==> config.mk <==
export PLATFORM = sky130hd
export DESIGN_NAME = bit_serial_addsub_ctrl
export DESIGN_NICKNAME = d
export VERILOG_FILES = /design/src/rtl/bit_serial_addsub_ctrl.sv
export SDC_FILE = /design/constraint.sdc
export NUM_CORES = 1
export LEC_CHECK = 0
export CORE_MARGIN = 1
export CORE_UTILIZATION = 44
export CTS_CLUSTER_SIZE = 40
export DETAILED_ROUTE_END_ITERATION = 16
export PLACE_DENSITY = 0.73
export REMOVE_ABC_BUFFERS = 1
export SLEW_MARGIN = 15
export SYNTH_ARGS = -nofsm -noshare
export SYNTH_HDL_FRONTEND = slang
export SYNTH_SLANG_ARGS = --single-unit
==> constraint.sdc <==
create_clock -name clk -period 1.26 [get_ports clk]
set_input_delay 0.252 -clock clk [delete_from_list [all_inputs] [get_ports clk]]
set_output_delay 0.252 -clock clk [all_outputs]
set_load 0.01 [all_outputs]
==> src/rtl/bit_serial_addsub_ctrl.sv <==
// Bit-serial WIDTH-bit adder/subtractor: one shared full adder processes one bit per
// clock, LSB first, with the carry held in a register between bits.
module bit_serial_addsub_ctrl #(
    parameter int WIDTH = 8
) (
    input  logic             clk,
    input  logic             rst,
    input  logic             start,
    input  logic             mode,
    input  logic [WIDTH-1:0] a,
    input  logic [WIDTH-1:0] b,
    output logic             busy,
    output logic             done,
    output logic [WIDTH-1:0] sum,
    output logic             cout,
    output logic             overflow
);

    localparam int CNT_W = (WIDTH > 1) ? $clog2(WIDTH) : 1;
    localparam logic [CNT_W-1:0] LAST_BIT = CNT_W'(WIDTH - 1);

    localparam logic [1:0] S_IDLE = 2'd0;
    localparam logic [1:0] S_RUN  = 2'd1;
    localparam logic [1:0] S_DONE = 2'd2;

    logic [1:0]       state_q, state_d;
    logic [CNT_W-1:0] cnt_q, cnt_d;
    logic [WIDTH-1:0] a_q, a_d;
    logic [WIDTH-1:0] b_q, b_d;
    logic [WIDTH-1:0] sum_q, sum_d;
    logic             carry_q, carry_d;
    logic             cout_q, cout_d;
    logic             ovf_q, ovf_d;

    logic             fa_s;
    logic             fa_co;

    // Returns {carry, sum} of a half adder.
    function automatic logic [1:0] half_add(input logic x, input logic y);
        return {x & y, x ^ y};
    endfunction

    // Full adder built from two half adders, the shared one-bit datapath cell.
    function automatic logic [1:0] full_add(input logic x, input logic y, input logic ci);
        logic [1:0] h1;
        logic [1:0] h2;
        h1 = half_add(x, y);
        h2 = half_add(h1[0], ci);
        return {h1[1] | h2[1], h2[0]};
    endfunction

    always_comb begin
        {fa_co, fa_s} = full_add(a_q[0], b_q[0], carry_q);
    end

    always_comb begin
        state_d = state_q;
        cnt_d   = cnt_q;
        a_d     = a_q;
        b_d     = b_q;
        sum_d   = sum_q;
        carry_d = carry_q;
        cout_d  = cout_q;
        ovf_d   = ovf_q;
        case (state_q)
            S_IDLE: begin
                if (start) begin
                    a_d     = a;
                    // Subtraction is a + ~b + 1, the +1 entering as the initial carry.
                    b_d     = mode ? ~b : b;
                    carry_d = mode;
                    cnt_d   = '0;
                    state_d = S_RUN;
                end
            end
            S_RUN: begin
                a_d     = a_q >> 1;
                b_d     = b_q >> 1;
                sum_d   = {fa_s, sum_q[WIDTH-1:1]};
                carry_d = fa_co;
                cnt_d   = cnt_q + CNT_W'(1);
                if (cnt_q == LAST_BIT) begin
                    // carry_q here is the carry into the MSB; overflow is its XOR with the carry out.
                    cout_d  = fa_co;
                    ovf_d   = carry_q ^ fa_co;
                    cnt_d   = '0;
                    state_d = S_DONE;
                end
            end
            S_DONE: begin
                state_d = S_IDLE;
            end
            default: begin
                state_d = S_IDLE;
            end
        endcase
    end

    always_ff @(posedge clk) begin
        if (rst) begin
            state_q <= S_IDLE;
            cnt_q   <= '0;
            sum_q   <= '0;
            carry_q <= 1'b0;
            cout_q  <= 1'b0;
            ovf_q   <= 1'b0;
        end else begin
            state_q <= state_d;
            cnt_q   <= cnt_d;
            sum_q   <= sum_d;
            carry_q <= carry_d;
            cout_q  <= cout_d;
            ovf_q   <= ovf_d;
        end
    end

    // Operand shift registers carry no reset; they are always reloaded on acceptance.
    always_ff @(posedge clk) begin
        a_q <= a_d;
        b_q <= b_d;
    end

    assign busy     = (state_q != S_IDLE);
    assign done     = (state_q == S_DONE);
    assign sum      = sum_q;
    assign cout     = cout_q;
    assign overflow = ovf_q;

endmodule

* Word-level counts from Yosys, hierarchy flattened *
Cells that the tools add are included.
W data, S select, Z words.

storage, ports and cells
  flip-flop bits (word level) = 32
  latch bits = 0
  memory bits (writable) = 0
  memory bits (read-only) = 0
  input port bits = 20
  output and inout port bits = 12
  word-level logic and storage cells = 40
  memories kept = 0

cells by class
  $add $sub $neg = 1
  multiply operators = 0
  div/mod/pow operators = 0
  magnitude comparators = 0
  equal/unequal tests = 5
  shift operators = 0
  muxes and demuxes = 13
  bitwise gates (word level) = 7
  reduce and logical (&&, ||, !) cells = 6

operators with widths
  operator               count
  $pmux W8 S2            2
  $mux W8                3
  $not A8 Y8             1
  $mux W3                2
  $pmux W3 S2            1
  $reduce_and A2 Y1      3
  $mux W2                2
  $ne A2 B2 Y1 const B   2
  $pmux W2 S2            1
  $reduce_bool A2 Y1     2
  $add A3 B1 Y3 const B  1
  $eq A3 B3 Y1 const B   1
  $xor A1 B1 Y1          3
  $and A1 B1 Y1          2
  $eq A2 B1 Y1 const B   1
  $eq A2 B2 Y1 const B   1
  $logic_not A2 Y1       1
  $pmux W1 S2            1
  $mux W1                1
  $or A1 B1 Y1           1

* Depth between registers and ports, before layout *
Gate-level depths: netlist of the first run.

  word-level depth = 4
  depth in mapped cells = 6
  depth with buffers taken out = 5

* Worst setup path after synthesis of the first run *
OpenSTA, ideal clock, no wires.

  path kind = reg2reg
  from = register state_q[0]
  to = register a_q[0] (enable)
  setup time = 0.321 ns
  data arrival time = 0.966 ns
  required time = 0.939 ns
  setup slack = -0.027 ns
  cell stages (with the launch flop) = 4
  buffers on the path = 1
  clock period less this slack = 1.287 ns
  cells stage by stage = dfxtp_1 -> buf_4 -> o21bai_1 -> inv_1

on the way
  cells in the longest elaborated chain, start to end = 3

RTL lines
  element                                                              RTL line  text
  start: declaration                                                   26        logic [1:0] state_q, state_d;
  start signal: assignment                                             108       state_q <= state_d;
  $eq A2 B1 Y1 or $logic_not A2 Y1 (tied branches)                     65        case (state_q)
  $reduce_bool A2 Y1 (no source line) or $ne A2 B2 Y1 (tied branches)  --
  $reduce_and A2 Y1 (no source line) *                                 --
  end signal: assignment                                               119       a_q <= a_d;
  end: declaration                                                     28        logic [WIDTH-1:0] a_q, a_d;

Every way passes the cells marked *; elsewhere a longest branch is shown, timed or not.
A chain may end at the register's enable or synchronous reset.

* Final worst setup path of the first run *
  from = register b_q[0]
  to = register ovf_q (netlist: overflow)

on the way
  cells in the longest elaborated chain, start to end = 4

RTL lines
  element                   RTL line  text
  start: declaration        29        logic [WIDTH-1:0] b_q, b_d;
  start signal: assignment  120       b_q <= b_d;
  $xor A1 B1 Y1             40        return {x & y, x ^ y};
  $and A1 B1 Y1             40
  $or A1 B1 Y1 *            49        return {h1[1] | h2[1], h2[0]};
  via fa_co                 36        logic fa_co;
  $xor A1 B1 Y1 *           85        ovf_d = carry_q ^ fa_co;
  end signal: assignment    113       ovf_q <= ovf_d;
  end: declaration          33        logic ovf_q, ovf_d;

Mark *: on every way through the listed nets, which the timed path passes. The rest lies on a longest branch.

==> results.sh, run 1 <==
export IMPL_clock_fmax_mhz=765.8
export IMPL_failed_checks="setup timing"
export IMPL_dp_cells=221
export IMPL_synth_top_cell_by_area="edfxtp_1"
export IMPL_rows=20
export IMPL_regToRegEndpoint="overflow"
export IMPL_worstSetupStartpointType="flip-flop"
export IMPL_grt_pass1_wl_um=4416
export IMPL_drt_iter0_drc=28
export IMPL_async_flop_share_pct=0
export IMPL_drv_slew=0
export IMPL_worstMarginPinSlew_ns=0.2467
export IMPL_maxCapViolCount=0
export IMPL_drc=0
export IMPL_fin_skew_ns=0.01698
export IMPL_layout_common_cells="45 x nand2_1, 19 x clkdlybuf4s50_1, 16 x edfxtp_1"
export IMPL_grt_max_degree=35
export IMPL_p_leak_nw=0.8069
export IMPL_grtUsageTotal_pct=17.81
export IMPL_holdWs_ns=0.4715
export IMPL_clock_latency_ns=0.32
export IMPL_wirelength_um=2767
export IMPL_synth_flop_cell="edfxtp_1"
export IMPL_core_area_um2=3028
export IMPL_startpoint="b_q[0]"
export IMPL_rr_worst_depth=4
export IMPL_regArea_um2=807.0
export IMPL_io_buffers=31
export IMPL_multi_input_area_um2=571.8
export IMPL_final_util_pct=65.83
export IMPL_fp_dieW_um=58.31
export IMPL_fill_cells=257
export IMPL_die_area_um2=3400
export IMPL_synth_area_um2=1395
export IMPL_yosysTopAreaCellShare_pct=34.44
export IMPL_p_per_area_nw_per_um2=1123
export IMPL_hold_depth=2
export IMPL_setup_viol=18
export IMPL_ir_drop_mv=0.7710
export IMPL_htree_levels=2
export IMPL_firstDrtPassIters=4
export IMPL_antenna_found_initial=0
export IMPL_fin_nets=210
export IMPL_final_common_cell="nand2_1"
export IMPL_worstPathRequired_ns=1.51
export IMPL_vias_per_cell=4.841
export IMPL_clockBufferDepth=2
export IMPL_vias=1123
export IMPL_synth_edf_count=16
export IMPL_numClockSinks=32
export IMPL_die_y_um=58.31
export IMPL_finalWorstSetupSlack_ns=-0.04584
export IMPL_postSynthAreaPerCell_um2=9.825
export IMPL_hold_end="sum[0]"
export IMPL_hold_start="sum[0]"
export IMPL_maxSlewHeadroom_pct=83.52
export IMPL_cts_tree="done"
export IMPL_period_needed_ns=1.306
export IMPL_cts_root_buffer="clkbuf_4"
export IMPL_r2r_slack_ns=-0.05
export IMPL_dp_hpwl_um=1855
export IMPL_stdcell_area_um2=1993
export IMPL_stdcell_count=232
export IMPL_synthTopCellsByArea="edfxtp_1 34%, dfxtp_1 23%, nand2_1 12%"
export IMPL_n_antenna_cell=0
export IMPL_yosys_warnings=0
export IMPL_gp_congestion=0.7802
export IMPL_wl_per_cell_um=11.93
export IMPL_r2r_start="b_q[0]"
export IMPL_hold_buffers=0
export IMPL_place_area_um2=1841
export IMPL_ys_ff_latch=32
export IMPL_start_util_pct=46.07
export IMPL_rsz0062_at_grt="yes"
export IMPL_power_total_mw=2.239
export IMPL_drive_gt1_share_pct=21.81
export IMPL_syn_to_final_growth_pct=42.87
export IMPL_endpoint_kind="flip-flop"
export IMPL_grt_overflow=0
export IMPL_period_share_pct=103.6
export IMPL_hold_viol_final=0
export IMPL_path_max_fanout=3
export IMPL_drtAntennaViolNets=0
export IMPL_hp_class="flip-flop to flip-flop"
export IMPL_arrival_ns=1.56
export IMPL_grt_pass1_vias=1022
export IMPL_synth_cell_types=28
export IMPL_synthCells=142
export IMPL_path_class="flip-flop to flip-flop"
export IMPL_status="finished with violations"
export IMPL_numCtsBuffers=5
export IMPL_ys_seq_area_share_pct=57.40
export IMPL_pin_count=32
export IMPL_path_clk_slew_ns=0.10
layout make-up:
| type | instances | share of cell area, % |
|---|---|---|
| Sequential cell | 32 | 40.49 |
| Multi-Input combinational cell | 99 | 28.69 |
| Timing Repair Buffer | 47 | 24.23 |
| Clock buffer | 8 | 3.453 |
| Tap cell | 44 | 2.762 |
| Inverter | 2 | 0.3766 |
critical path, cell delays in order (launching register included):
cell and delay, ns:
edfxtp_1 0.41, fa_2 0.41, xor2_1 0.19, nand3_1 0.10, a21oi_1 0.13
per-stage QoR:
stage	setup WS [ns]	setup TNS (ns)
3_5_place_dp	-0.1674	-3.705
3_3_place_gp	-0.1497	-2.688
6_report	-0.04584	-0.2339
5_1_grt	-0.08459	-1.123
4_1_cts	-0.08298	-1.262
2_1_floorplan	-0.7917	-19.88
sequential cells by signal, indices dropped and copies added (netlist names):
signal and cells:
overflow 1, cnt_q 3, b_q 8, sum 8, state_q 2, cout 1
carry_q 1, a_q 8
how the worst max path moves through the flow:
stage                     to  slack [ns]
CTS                     busy       -0.08
floorplan             b_q[0]       -0.79
global route        overflow       -0.08
global placement     carry_q       -0.15
finish              overflow       -0.05
detailed placement   carry_q       -0.17
cell usage after synthesis, types with 2 or more instances:
library cell / number
nand2_1: 45
dfxtp_1: 16
edfxtp_1: 16
a21oi_1: 9
nor2_1: 9
xnor2_1: 8
o21ai_1: 7
buf_2: 4
buf_4: 3
nor3_1: 3
a22oi_1: 2
ha_1: 2
inv_1: 2
nor2b_1: 2
what timing repair did:
| action | in CTS | in global routing |
|---|---|---|
| cloned | 0 | 1 |
| endpoints found under the setup margin | 23 | 45 |
| pin swaps | 4 | 1 |
| gates resized for setup | 26 | 19 |
| buffers inserted | 1 | 1 |
power by group:
part / total, mW / switching [mW] / internal (mW)
combinational: 0.364 / 0.164 / 0.200
sequential: 1.21 / 0.0291 / 1.19
clock: 0.660 / 0.331 / 0.328
total: 2.24 / 0.524 / 1.71
routing by layer:
layer / routed length, um / GRT usage, % / vias to the layer above
li1: - / - / 562
met1: 1212 / 21.16 / 521
met2: 1374 / 29.06 / 33
met3: 124 / 4.615 / 7
met4: 55 / 10.88 / 0
met5: 0 / 0 / -
kinds of logic after synthesis:
| logic type | after synthesis | share of synthesized area (%) |
|---|---|---|
| mux | 1 | 0.7175 |
| simple gates | 64 | 18.74 |
| buf+inv | 11 | 4.664 |
| compound gates | 22 | 9.596 |
| xor+xnor | 9 | 5.651 |
| flops | 32 | 57.40 |
| fa+ha+maj | 3 | 3.228 |
(Power assumes the default switching activity.)
==> run 2: changes to the inputs <==
Settings changed: HOLD_SLACK_MARGIN from default to 0.15.
==> results of run 2 <==
No change in the layout: final DEF, timing and power equal those of run 1.
==> variant, RTL diff (flow settings as in run 1) <==
Add an input register stage for `start`, `mode`, `a` and `b`, without a reset; this delays them by one clock.
--- a/src/rtl/bit_serial_addsub_ctrl.sv
+++ b/src/rtl/bit_serial_addsub_ctrl.sv
@@ -24,2 +24,14 @@
     localparam logic [1:0] S_DONE = 2'd2;
+
+    logic start_q;
+    logic mode_q;
+    logic [WIDTH-1:0] a_r;
+    logic [WIDTH-1:0] b_r;
+
+    always_ff @(posedge clk) begin
+        start_q <= start;
+        mode_q  <= mode;
+        a_r     <= a;
+        b_r     <= b;
+    end
 
@@ -66,7 +78,7 @@
             S_IDLE: begin
-                if (start) begin
-                    a_d     = a;
+                if (start_q) begin
+                    a_d     = a_r;
                     // Subtraction is a + ~b + 1, the +1 entering as the initial carry.
-                    b_d     = mode ? ~b : b;
-                    carry_d = mode;
+                    b_d     = mode_q ? ~b_r : b_r;
+                    carry_d = mode_q;
                     cnt_d   = '0;
Formal check against the unedited RTL: not equivalent (a bounded check fails within 4 cycles, from zero or initial values and one cycle with rst high).
==> variant against run 1 <==
  * Worst setup slack better by 0.0044 ns
  * The run still ends with negative setup slack left
  * Sequential cell count is 18 higher
  * Critical endpoint unchanged
  * Power is 35% higher
  * Sequential share of layout area is 8.8 points higher
  * Routed wire length is 10% higher
  * Final area is 19% higher
  * Area after synthesis is 26% higher
  * Critical path depth stayed put
==> variant: results (changes against run 1) <==
status=finished, violations left; failing checks=negative setup slack; Final WS setup=-0.0414 ns (+0.00443 ns); layout cells sized above 1=0.186 (-0.0318); class of the most critical hold timing path=in -> reg; met2 wire len=1580 um (+15%); met2 GRT Util=0.269 (-0.0213); largest cells by area after synthesis=dfxtp_1, edfxtp_1, nand2_1; VDD IR max=732 uV (-5.1%); worst skew pair latency=0.29 ns (-0.03 ns); HPWL after DPL=2100 um (+13%); register share of total power=0.605 (+0.062); Synth Area in Compound Gates=0.0759 (-0.0201); post-synthesis mux area share=0.00567 (-0.00150); Clock Pin Slew Worst Setup and Hold Paths=0.08 ns (-0.02 ns); Inst Count DP=243 (+10%); Worst Skew=0.00225 ns (-0.0147 ns); total track usage=0.149 (-0.0290); Vias/cell=4.69 (-3.1%); sequential element share of the synthesized area=0.658 (+0.0842); Clk. pwr=0.848 mW (+28%); 1st-iter DRT viols=84 (+200%); final std cells w/o fill=252 (+8.6%); post-place setup slack=-0.0973 ns (+0.0701 ns); Avg Cell Area, Syn=11.0 um^2 (+12%); M1 GR Usage=0.167 (-0.0444); M3 GR Usage=0.0417 (-0.00449); switching share of power=0.222 (-0.0116); slowest cell on the critical path=fa_2; Slew headroom=0.825 (-0.0104); family with the most delay on the worst path=adder cells; setup violators final=2 (-16); vias in the first global route=1145 (+12%); Synth Area in Adders=0.0255 (-0.00676); leak pwr=0.975 nW (+21%); metal3 WL=126 um (+1.6%); Int Power=2.36 mW (+37%); RePlAce Congestion=0.820 (+5.2%); first-pass GRT wire length=4760 um (+7.8%); xor/xnor share of the synthesized area=0.0447 (-0.0118)
-- variant: changes by cell type after synthesis, sizes merged --
cell	before	now
dfxtp	16	34
-- variant: cell type report --
class                   count  area [um^2]
well taps                  48         60.1
fillers                   315         1380
flip-flops and latches     50         1160
repair buffers             46          474
multi-input cells          99          579
clock inverters             2         10.0
inverters                   2         7.51
clock buffers               5         68.8
-- variant: what timing repair did --
item                                    CTS  global route
buffers inserted                          0             0
resized for setup                        22            14
cloned                                    0             2
pin swaps                                 6             6
endpoints found under the setup margin   18            37
-- variant: final timing paths --
path | start | end | slack, ns | depth (start not counted)
worst max register to register | a_q[0] | overflow | -0.04 | 4
worst min register to register | sum[2] | sum[1] | 0.46 | 2
worst max-delay path | a_q[0] | overflow | -0.04 | 4
worst min-delay path | a[5] | a_r[5] | 0.39 | 1
